## config.mk

```make
export PLATFORM = sky130hd
export DESIGN_NAME = load_store_unit_flat
export DESIGN_NICKNAME = d
export VERILOG_FILES = /design/src/rtl/lsu_pkg.sv /design/src/rtl/load_store_unit_if.sv /design/src/rtl/lsu_lane_align.sv /design/src/rtl/load_store_unit.sv /design/src/flat_wrapper.sv
export SDC_FILE = /design/constraint.sdc
export NUM_CORES = 1
export LEC_CHECK = 0
export ABC_AREA = 1
export CAP_MARGIN = 20
export CORE_AREA = 2 2 128 130
export CTS_BUF_LIST = sky130_fd_sc_hd__clkbuf_4 sky130_fd_sc_hd__clkbuf_8
export DETAILED_ROUTE_END_ITERATION = 10
export DIE_AREA = 0 0 130 132
export PLACE_DENSITY_LB_ADDON = 0.05
export SYNTH_ARGS = -nofsm -noshare
export SYNTH_HDL_FRONTEND = slang
export SYNTH_HIERARCHICAL = 1
export SYNTH_SLANG_ARGS = --single-unit
```

## constraint.sdc

```tcl
create_clock -name clk -period 11.4 [get_ports clk]
set_clock_uncertainty 0.1 [all_clocks]
set_input_delay 3.42 -clock clk [delete_from_list [all_inputs] [get_ports clk]]
set_output_delay 3.42 -clock clk [all_outputs]
set_load 0.01 [all_outputs]
```

## src/rtl/lsu_pkg.sv

```systemverilog
`default_nettype none
// ============================================================================
// Module      : lsu_pkg
// Description : Shared encodings for the load/store unit: RV32I funct3
//               widths, FSM states, fault codes and the request fault decoder.
// Revision    : 1.0 - initial release
// ============================================================================
package lsu_pkg;

    localparam logic [2:0] F3_B  = 3'b000;
    localparam logic [2:0] F3_H  = 3'b001;
    localparam logic [2:0] F3_W  = 3'b010;
    localparam logic [2:0] F3_BU = 3'b100;
    localparam logic [2:0] F3_HU = 3'b101;

    typedef enum logic [2:0] {
        ST_IDLE   = 3'd0,
        ST_LOAD   = 3'd1,
        ST_RMW_RD = 3'd2,
        ST_WRITE  = 3'd3,
        ST_RESP   = 3'd4
    } lsu_state_e;

    typedef enum logic [1:0] {
        FLT_NONE  = 2'b00,
        FLT_MIS   = 2'b01,
        FLT_RANGE = 2'b10,
        FLT_ILL   = 2'b11
    } lsu_fault_e;

    // Priority: illegal width, then alignment, then address range.
    function automatic lsu_fault_e decode_fault(
        input logic        we,
        input logic [2:0]  funct3,
        input logic [31:0] addr,
        input int unsigned mem_words
    );
        logic illegal;
        logic misaligned;
        logic out_of_range;
        if (we) begin
            illegal = !((funct3 == F3_B) || (funct3 == F3_H) || (funct3 == F3_W));
        end else begin
            illegal = (funct3 == 3'b011) || (funct3 == 3'b110) || (funct3 == 3'b111);
        end
        misaligned = (((funct3 == F3_H) || (funct3 == F3_HU)) && addr[0])
                   || ((funct3 == F3_W) && (addr[1:0] != 2'b00));
        out_of_range = ({2'b00, addr[31:2]} >= mem_words);
        if (illegal) begin
            decode_fault = FLT_ILL;
        end else if (misaligned) begin
            decode_fault = FLT_MIS;
        end else if (out_of_range) begin
            decode_fault = FLT_RANGE;
        end else begin
            decode_fault = FLT_NONE;
        end
    endfunction

endpackage : lsu_pkg
`default_nettype wire

```

## src/rtl/load_store_unit_if.sv

```systemverilog
`default_nettype none
// ============================================================================
// Module      : load_store_unit_if
// Description : Core request/response and data-memory signals of the LSU.
// Revision    : 1.0 - initial release
// ============================================================================
interface load_store_unit_if;

    logic        req_valid;
    logic        req_we;
    logic [2:0]  req_funct3;
    logic [31:0] req_addr;
    logic [31:0] req_wdata;
    logic        busy;
    logic        resp_valid;
    logic [31:0] resp_rdata;
    logic [1:0]  resp_fault;
    logic [31:0] mem_addr;
    logic [31:0] mem_wdata;
    logic        mem_we;
    logic        mem_re;
    logic [31:0] mem_rdata;

    modport slave (
        input  req_valid, req_we, req_funct3, req_addr, req_wdata, mem_rdata,
        output busy, resp_valid, resp_rdata, resp_fault,
               mem_addr, mem_wdata, mem_we, mem_re
    );

    modport master (
        output req_valid, req_we, req_funct3, req_addr, req_wdata, mem_rdata,
        input  busy, resp_valid, resp_rdata, resp_fault,
               mem_addr, mem_wdata, mem_we, mem_re
    );

endinterface : load_store_unit_if
`default_nettype wire

```

## src/rtl/lsu_lane_align.sv

```systemverilog
`default_nettype none
// ============================================================================
// Module      : lsu_lane_align
// Description : Little-endian lane logic: load extract/extend and sub-word
//               store merge into the read word.
// Revision    : 1.0 - initial release
// ============================================================================
module lsu_lane_align
    import lsu_pkg::*;
(
    input  wire logic [2:0]  funct3_i,
    input  wire logic [1:0]  lane_i,
    input  wire logic [31:0] mem_word_i,
    input  wire logic [31:0] st_data_i,
    output logic      [31:0] ld_data_o,
    output logic      [31:0] merged_o
);

    logic [31:0] w_shifted;
    logic [7:0]  w_byte;
    logic [15:0] w_half;
    logic [4:0]  w_shamt;
    logic [31:0] w_mask;
    logic [31:0] w_st_data;

    always_comb begin
        w_shifted = mem_word_i >> {lane_i, 3'b000};
        w_byte    = w_shifted[7:0];
        w_half    = lane_i[1] ? mem_word_i[31:16] : mem_word_i[15:0];

        ld_data_o = 32'h0;
        case (funct3_i)
            F3_B:    ld_data_o = {{24{w_byte[7]}}, w_byte};
            F3_BU:   ld_data_o = {24'h0, w_byte};
            F3_H:    ld_data_o = {{16{w_half[15]}}, w_half};
            F3_HU:   ld_data_o = {16'h0, w_half};
            F3_W:    ld_data_o = mem_word_i;
            default: ld_data_o = 32'h0;
        endcase
    end

    // Halfword stores only use lane bit 1; the alignment check already
    // rejected odd halfword addresses.
    always_comb begin
        if (funct3_i == F3_H) begin
            w_shamt   = {lane_i[1], 4'b0000};
            w_st_data = {16'h0, st_data_i[15:0]};
            w_mask    = 32'h0000_FFFF << w_shamt;
        end else begin
            w_shamt   = {lane_i, 3'b000};
            w_st_data = {24'h0, st_data_i[7:0]};
            w_mask    = 32'h0000_00FF << w_shamt;
        end
        merged_o = (mem_word_i & ~w_mask) | ((w_st_data << w_shamt) & w_mask);
    end

endmodule : lsu_lane_align
`default_nettype wire

```

## src/rtl/load_store_unit.sv

```systemverilog
`default_nettype none
// ============================================================================
// Module      : load_store_unit
// Description : Sequential LSU between execute and a word-addressed data
//               memory; sub-word stores run as read-modify-write.
// Revision    : 1.0 - initial release
// ============================================================================
module load_store_unit
    import lsu_pkg::*;
#(
    parameter int unsigned MEM_WORDS = 64,
    parameter int unsigned IDX_W     = 6
) (
    input  wire logic       clk,
    input  wire logic       reset,
    load_store_unit_if.slave bus
);

    lsu_state_e  state_q;
    logic [2:0]  funct3_q;
    logic [1:0]  lane_q;
    logic [31:0] wdata_q;
    logic        busy_q;
    logic        resp_valid_q;
    logic [31:0] resp_rdata_q;
    logic [1:0]  resp_fault_q;
    logic [31:0] mem_addr_q;
    logic [31:0] mem_wdata_q;
    logic        mem_we_q;
    logic        mem_re_q;

    lsu_fault_e  w_fault;
    logic [31:0] w_ld_data;
    logic [31:0] w_merged;

    assign w_fault = decode_fault(bus.req_we, bus.req_funct3, bus.req_addr, MEM_WORDS);

    lsu_lane_align u_lane_align (
        .funct3_i   (funct3_q),
        .lane_i     (lane_q),
        .mem_word_i (bus.mem_rdata),
        .st_data_i  (wdata_q),
        .ld_data_o  (w_ld_data),
        .merged_o   (w_merged)
    );

    always_ff @(posedge clk or posedge reset) begin
        if (reset) begin
            state_q      <= ST_IDLE;
            funct3_q     <= 3'b000;
            lane_q       <= 2'b00;
            wdata_q      <= 32'h0;
            busy_q       <= 1'b0;
            resp_valid_q <= 1'b0;
            resp_rdata_q <= 32'h0;
            resp_fault_q <= 2'b00;
            mem_addr_q   <= 32'h0;
            mem_wdata_q  <= 32'h0;
            mem_we_q     <= 1'b0;
            mem_re_q     <= 1'b0;
        end else begin
            case (state_q)
                ST_IDLE: begin
                    if (bus.req_valid) begin
                        funct3_q     <= bus.req_funct3;
                        lane_q       <= bus.req_addr[1:0];
                        wdata_q      <= bus.req_wdata;
                        busy_q       <= 1'b1;
                        resp_rdata_q <= 32'h0;
                        resp_fault_q <= w_fault;
                        if (w_fault != FLT_NONE) begin
                            state_q      <= ST_RESP;
                            resp_valid_q <= 1'b1;
                        end else begin
                            mem_addr_q <= {{(32-IDX_W){1'b0}}, bus.req_addr[IDX_W+1:2]};
                            if (!bus.req_we) begin
                                state_q  <= ST_LOAD;
                                mem_re_q <= 1'b1;
                            end else if (bus.req_funct3 == F3_W) begin
                                state_q     <= ST_WRITE;
                                mem_we_q    <= 1'b1;
                                mem_wdata_q <= bus.req_wdata;
                            end else begin
                                state_q  <= ST_RMW_RD;
                                mem_re_q <= 1'b1;
                            end
                        end
                    end
                end
                ST_LOAD: begin
                    resp_rdata_q <= w_ld_data;
                    mem_re_q     <= 1'b0;
                    resp_valid_q <= 1'b1;
                    state_q      <= ST_RESP;
                end
                ST_RMW_RD: begin
                    mem_wdata_q <= w_merged;
                    mem_re_q    <= 1'b0;
                    mem_we_q    <= 1'b1;
                    state_q     <= ST_WRITE;
                end
                ST_WRITE: begin
                    mem_we_q     <= 1'b0;
                    resp_valid_q <= 1'b1;
                    state_q      <= ST_RESP;
                end
                ST_RESP: begin
                    resp_valid_q <= 1'b0;
                    busy_q       <= 1'b0;
                    state_q      <= ST_IDLE;
                end
                default: begin
                    state_q      <= ST_IDLE;
                    busy_q       <= 1'b0;
                    resp_valid_q <= 1'b0;
                    mem_we_q     <= 1'b0;
                    mem_re_q     <= 1'b0;
                end
            endcase
        end
    end

    assign bus.busy       = busy_q;
    assign bus.resp_valid = resp_valid_q;
    assign bus.resp_rdata = resp_rdata_q;
    assign bus.resp_fault = resp_fault_q;
    assign bus.mem_addr   = mem_addr_q;
    assign bus.mem_wdata  = mem_wdata_q;
    assign bus.mem_we     = mem_we_q;
    assign bus.mem_re     = mem_re_q;

endmodule : load_store_unit
`default_nettype wire

```

## src/flat_wrapper.sv

```systemverilog
// flat-port wrapper written by rule: the top's interface ports become plain ports
module load_store_unit_flat import lsu_pkg::*;
#(
    parameter int unsigned MEM_WORDS = 64,
    parameter int unsigned IDX_W     = 6
)
  (clk, reset, bus_req_valid, bus_req_we, bus_req_funct3, bus_req_addr, bus_req_wdata, bus_mem_rdata, bus_busy, bus_resp_valid, bus_resp_rdata, bus_resp_fault, bus_mem_addr, bus_mem_wdata, bus_mem_we, bus_mem_re);
  load_store_unit_if bus_i ();
  input  wire logic clk;
  input  wire logic reset;
  input wire logic [$bits(bus_i.req_valid)-1:0] bus_req_valid;
  input wire logic [$bits(bus_i.req_we)-1:0] bus_req_we;
  input wire logic [$bits(bus_i.req_funct3)-1:0] bus_req_funct3;
  input wire logic [$bits(bus_i.req_addr)-1:0] bus_req_addr;
  input wire logic [$bits(bus_i.req_wdata)-1:0] bus_req_wdata;
  input wire logic [$bits(bus_i.mem_rdata)-1:0] bus_mem_rdata;
  output wire logic [$bits(bus_i.busy)-1:0] bus_busy;
  output wire logic [$bits(bus_i.resp_valid)-1:0] bus_resp_valid;
  output wire logic [$bits(bus_i.resp_rdata)-1:0] bus_resp_rdata;
  output wire logic [$bits(bus_i.resp_fault)-1:0] bus_resp_fault;
  output wire logic [$bits(bus_i.mem_addr)-1:0] bus_mem_addr;
  output wire logic [$bits(bus_i.mem_wdata)-1:0] bus_mem_wdata;
  output wire logic [$bits(bus_i.mem_we)-1:0] bus_mem_we;
  output wire logic [$bits(bus_i.mem_re)-1:0] bus_mem_re;
  assign bus_i.req_valid = bus_req_valid;
  assign bus_i.req_we = bus_req_we;
  assign bus_i.req_funct3 = bus_req_funct3;
  assign bus_i.req_addr = bus_req_addr;
  assign bus_i.req_wdata = bus_req_wdata;
  assign bus_i.mem_rdata = bus_mem_rdata;
  assign bus_busy = bus_i.busy;
  assign bus_resp_valid = bus_i.resp_valid;
  assign bus_resp_rdata = bus_i.resp_rdata;
  assign bus_resp_fault = bus_i.resp_fault;
  assign bus_mem_addr = bus_i.mem_addr;
  assign bus_mem_wdata = bus_i.mem_wdata;
  assign bus_mem_we = bus_i.mem_we;
  assign bus_mem_re = bus_i.mem_re;
  load_store_unit #(.MEM_WORDS(MEM_WORDS), .IDX_W(IDX_W)) u_core (.clk(clk), .reset(reset), .bus(bus_i));
endmodule
```

==> results of run 1 <==
[power by group]
part	internal, uW	switching [uW]	total, uW	leakage, uW
Sequential	457	75.5	532	0.00129
Combinational	326	530	856	0.00297
Clock	105	124	230	0.0000962
[routing by layer]
layer	part of all wire, %	wire length (um)	global-route usage [%]	vias up
li1	-	-	-	3168
met1	46	8914	34.37	2894
met2	45	8729	34.64	241
met3	7.7	1509	4.951	23
met4	1.8	346	6.392	0
met5	0	0	0	-
[worst max-delay path, delay by kind of cell]
family | cells | cell delay (ns)
AND/OR/NAND/NOR | 7 | 1.23
AO/OA/AOI/OAI | 1 | 0.68
buffers and inverters | 1 | 0.45
[final timing paths]
check | start | end | slack [ns] | depth (start not counted)
max | bus_req_funct3[0] | u_core/bus.mem_wdata[29]$_DFFE_PP0P_ | 5.76 | 9
min | u_core/bus.mem_wdata[22]$_DFFE_PP0P_ | u_core/bus.mem_wdata[22]$_DFFE_PP0P_ | 0.38 | 2
max reg2reg | u_core/state_q[2]$_DFFE_PP0P_ | u_core/bus.mem_wdata[1]$_DFFE_PP0P_ | 8.31 | 9
min reg2reg | u_core/bus.mem_wdata[22]$_DFFE_PP0P_ | u_core/bus.mem_wdata[22]$_DFFE_PP0P_ | 0.38 | 2
max in group asynchronous | reset | u_core/wdata_q[15]$_DFFE_PP0P_ | 6.75 | 3
min in group asynchronous | reset | u_core/bus.resp_rdata[13]$_DFFE_PP0P_ | 3.33 | 2
[metrics by stage]
stage / setup WS (ns) / cell area, um^2 / utilization (%) / instances / hold WS [ns]
after floorplan: 5.261 / 6376 / - / 956 / 0.3797
after CTS: 5.719 / 8252 / 52.52 / 1295 / 0.3799
final: 5.760 / 8252 / 52.52 / 1295 / 0.3768
after global routing: 5.398 / 8252 / 52.52 / 1295 / 0.4032
after detailed placement: 5.301 / 8061 / 51.31 / 1280 / 0.3584
after global placement: 5.127 / 8006 / 50.96 / 1278 / 0.3577
[registers in the layout, indices dropped and copies added, names as in the netlist, 2 cells and up]
name,cells
u_core/funct3_q,3
u_core/bus.mem_addr,6
u_core/lane_q,2
u_core/bus.resp_rdata,32
u_core/wdata_q,16
u_core/state_q,3
u_core/bus.mem_wdata,32
u_core/bus.resp_fault,2
[final cells by class]
cell class / count / share of cell area (%)
clock buffer: 11 / 1.683
clock inverter: 4 / 0.6217
inverter: 68 / 3.124
multi-input combinational: 712 / 38.35
sequential: 100 / 30.33
tap: 216 / 3.275
timing repair buffer: 184 / 22.62
==> metrics.md, run 1 <==
| Metric | Value |
|---|---|
| Outcome | finished clean |
| H-tree depth | 3 |
| Total power | roughly 1600 uW |
| Clk_lat worst skew | 0.39 ns |
| Max Buffers Root-to-Sink | 2 |
| Tmin final | 5.640 ns |
| Slew HR | about two fifths |
| Post_cts resized | 0 |
| DRT antenna net count | 0 |
| Routed length per instance | 15.06 um |
| Hold/Removal Path Class | reg2reg |
| CTS tree | built |
| CTS buffer count | 9 |
| Crit path DAT | 5.82 ns |
| Global route total overflow | 0 |
| WS Path Type | in2reg |
| Core ar. | approximately 16000 um^2 |
| Die X | 130 um |
| Worst Setup Start Kind | input pin |
| Clock transition at the registers of the reported paths | 0.09 ns |
| Worst setup EP type | flop |
| Fin. Hold Viols | 0 |
| Hpwl dp | 14.76 mm |
| First-pass GRT wire length | 31.51 mm |
| Final setup violation count | 0 |
| Reg area | 2502 um^2 |
| Synthesized area per cell | slightly below 7 um^2 |
| Vias | 6326 |
| DRC violations left | 0 |
| Commonest cells after routing, fill and taps aside | nand2_1 (413), clkdlybuf4s50_1 (178), nand3_1 (104) |
| Mapped cell area | 6282 um^2 |
| CP Max Fanout | 36 |
| Multi-input gate area | 3164 um^2 |
| I/O Buffers | around 180 |
| Commonest non-fill, non-tap cell in the layout | nand2_1 |
| Syn Inst Count | about 930 |
| Layout Area Growth over Synthesis | 31.35% |
| GP Congestion | 0.9753 |
| Drt pass-1 iters | 5 |
| Final Routed Wirelength | 19.50 mm |
| Fill cells | approximately 1600 |
| Number of top-level pins | 205 |
| Initial antenna violation count | 1 |
| 1st-iter DRT viols | about 470 |
| Starting density of the core | 39.98% |
| Maximum vdd drop | 0.0001378 V |
| Share of cells above drive strength 1 | roughly 5.7% |
| Nets@finish | 1178 |
| Inserted Diodes | 0 |
| Largest net degree at the start of global routing | 57 |
| Unrepaired setup endpoints after global routing | no |
| Slew Viols, Final | 0 |
| Post-CTS Setup Bufs | 0 |
| Root buffer cell | clkbuf_8 |
| # rows | 46 |
| Worst Tran Pin Value | 0.8913 ns |
| Crit path largest cell delay | 0.68 ns |
| Synthesis Warnings | 6 |
| GR Util All Layers | 23.35% |
| CTS sink count | 100 |
| LEAKAGE | ~0.0044 uW |
| Post-cts hold buffer count | 0 |
| Die H | between 100 and 150 um |
| WP data required | 11.58 ns |
| Final setup TNS | 0 ns |
| Die ar. | approximately 17000 um^2 |
| Critical path cell sequence | clkdlybuf4s50_1, nor2_1, nor2_1, nor2_2, nand3_2, o21bai_4, nand3_4, nand2_1, nand2_1 |
| CP max-delay cell | o21bai_4 |
| Max Freq | roughly 0.18 GHz |
| Maxcap violations | 0 |
| Fin crit share | 49.48% |
| Total power per unit cell area | ~200 nW/um^2 |
| Vias in the first global route | 5796 |
| Mean number of vias per cell | 4.885 |
(Power assumes the default switching activity.)
==> run 2, diff against run 1 <==
Clock period 11.4 ns to 5.67 ns, I/O delays scaled along.
==> metrics.md, run 2 (synthesis gave the netlist of run 1 again) <==
| Metric | Value |
|---|---|
| H-tree depth | 3 (unchanged) |
| Maximum vdd drop | 0.0002544 V (+85%) |
| Number of top-level pins | 205 (unchanged) |
| CTS sink count | 100 (unchanged) |
| Largest net degree at the start of global routing | 101 (+77%) |
| Post-CTS Setup Bufs | 0 (unchanged) |
| Worst Tran Pin Value | 0.9610 ns (+0.06973 ns) |
| 1st-iter DRT viols | 504 (+6.8%) |
| Core ar. | 15710 um^2 (unchanged) |
| Slew Viols, Final | 0 (unchanged) |
| Post-cts hold buffer count | 0 (unchanged) |
| Layout Area Growth over Synthesis | 31.59% |
| Root buffer cell | clkbuf_8 |
| Final setup violation count | 0 (unchanged) |
| # rows | 46 (unchanged) |
| Placed Instances | 1281 (+0.078%) |
| Fin. Hold Viols | 0 (unchanged) |
| Global route total overflow | 0 (unchanged) |
| Die X | 130 um (unchanged) |
| Outcome | finished clean |
| Vias | 6369 (+0.68%) |
| Max Freq | 0.2809 GHz |
| Die H | 132 um (unchanged) |
| Commonest cells after routing, fill and taps aside | nand2_1 (413), clkdlybuf4s50_1 (178), nand3_1 (104) |
| Routed length per instance | 15.12 um (+0.41%) |
| Post-Layout Cell Count | 1296 (+0.077%) |
| GP Congestion | 0.9494 (-2.7%) |
| Tmin final | 3.560 ns |
| Vias in the first global route | 5823 (+0.47%) |
| I/O Buffers | 178 (unchanged) |
| Starting density of the core | 39.98% (unchanged) |
| Die ar. | 17160 um^2 (unchanged) |
| DRT antenna net count | 0 (unchanged) |
| Max Buffers Root-to-Sink | 2 (unchanged) |
| Nets@finish | 1179 (+0.085%) |
| Total power per unit cell area | 395.7 nW/um^2 (+100%) |
| Worst Setup Start Kind | input pin |
| Initial antenna violation count | 0 (-1) |
| LEAKAGE | 0.004363 uW (+0.18%) |
| Drt pass-1 iters | 5 (unchanged) |
| WP data required | 5.86 ns (-5.72 ns) |
| CTS tree | built |
| Slew HR | 35.86% (-4.7 points) |
| Final Routed Wirelength | 19.60 mm (+0.49%) |
| First-pass GRT wire length | 30.77 mm (-2.3%) |
| Mean number of vias per cell | 4.914 (+0.60%) |
| Share of cells above drive strength 1 | 5.741% (+0.087 points) |
| GR Util All Layers | 22.92% (-0.44 points) |
| Unrepaired setup endpoints after global routing | no |
| Post_cts resized | 0 (unchanged) |
| WS Path Type | in2reg |
| Fin crit share | a little over three fifths |
| Hold/Removal Path Class | reg2reg |
| Crit path DAT | 3.75 ns (-2.07 ns) |
| Final setup TNS | 0 ns (unchanged) |
| Hpwl dp | 14.48 mm (-1.9%) |
| Maxcap violations | 0 (unchanged) |
| Commonest non-fill, non-tap cell in the layout | nand2_1 |
| Clock transition at the registers of the reported paths | 0.10 ns (about the same) |
| DRC violations left | 0 (unchanged) |
| Clk_lat worst skew | 0.39 ns (about the same) |
| CTS buffer count | 9 (unchanged) |
| Inserted Diodes | 0 (unchanged) |
| CP Max Fanout | 36 (unchanged) |
| Worst setup EP type | flop |
-- run 2: cell types whose count changed in the layout (fill, tap and decap cells not counted), sizes merged --
cell	change
buf	+1
clkinv	-1
clkbuf	+1
-- run 2: final cells by class --
cell class / instances / area, um^2
Clock buffer: 12 / 158.9
Clock inverter: 3 / 46.29
Fill cell: 1644 / 7446
Inverter: 68 / 257.7
Multi-Input combinational cell: 712 / 3164
Sequential cell: 100 / 2502
Tap cell: 216 / 270.3
Timing Repair Buffer: 185 / 1867
-- run 2: worst paths after layout --
| kind | start | cells after the start | slack [ns] | endpoint |
|---|---|---|---|---|
| max | bus_req_funct3[0] | 10 | 2.11 | u_core/bus.mem_wdata[22]$_DFFE_PP0P_ |
| min | u_core/bus.mem_wdata[20]$_DFFE_PP0P_ | 2 | 0.38 | u_core/bus.mem_wdata[20]$_DFFE_PP0P_ |
| max reg2reg | u_core/state_q[2]$_DFFE_PP0P_ | 9 | 2.56 | u_core/bus.mem_wdata[5]$_DFFE_PP0P_ |
| min reg2reg | u_core/bus.mem_wdata[20]$_DFFE_PP0P_ | 2 | 0.38 | u_core/bus.mem_wdata[20]$_DFFE_PP0P_ |
| max in group asynchronous | reset | 3 | 3.34 | u_core/bus.mem_wdata[29]$_DFFE_PP0P_ |
| min in group asynchronous | reset | 3 | 1.66 | u_core/bus.mem_wdata[23]$_DFFE_PP0P_ |
-- run 2: worst max-delay path, cell delays in order --
cell,delay [ns]
clkdlybuf4s50_1,0.46
nor2_1,0.16
nor2_1,0.07
nor2_2,0.11
nand3_2,0.11
o21bai_4,0.14
buf_4,0.35
nand3_4,0.39
nand2_1,0.17
nand2_1,0.06
-- run 2: power by group --
group	internal, uW	total (uW)	switching [uW]
Sequential	918	1070	148
Combinational	647	1720	1070
Clock	232	489	257
-- run 2: per-stage QoR --
step / worst slack [ns] / util [%] / hold slack, ns / cell area (um^2) / total power, uW
2_1_floorplan: 1.250 / - / 0.3797 / 6376 / 2192
3_3_place_gp: 1.714 / 51.13 / 0.3573 / 8034 / 2766
3_5_place_dp: 1.667 / 51.31 / 0.3614 / 8061 / 2778
4_1_cts: 2.091 / 52.61 / 0.3838 / 8267 / 3273
5_1_grt: 1.882 / 52.61 / 0.4039 / 8267 / 3531
6_report: 2.110 / 52.61 / 0.3795 / 8267 / 3271
-- run 2: metal layers --
metal  vias up  share of wire, %  global-route usage, %
met3        22               7.4                  4.911
met4         0               1.7                  7.049
li1       3177                 -                      -
met5         -                 0                      0
met1      2934                45                  32.38
met2       236                46                  35.14
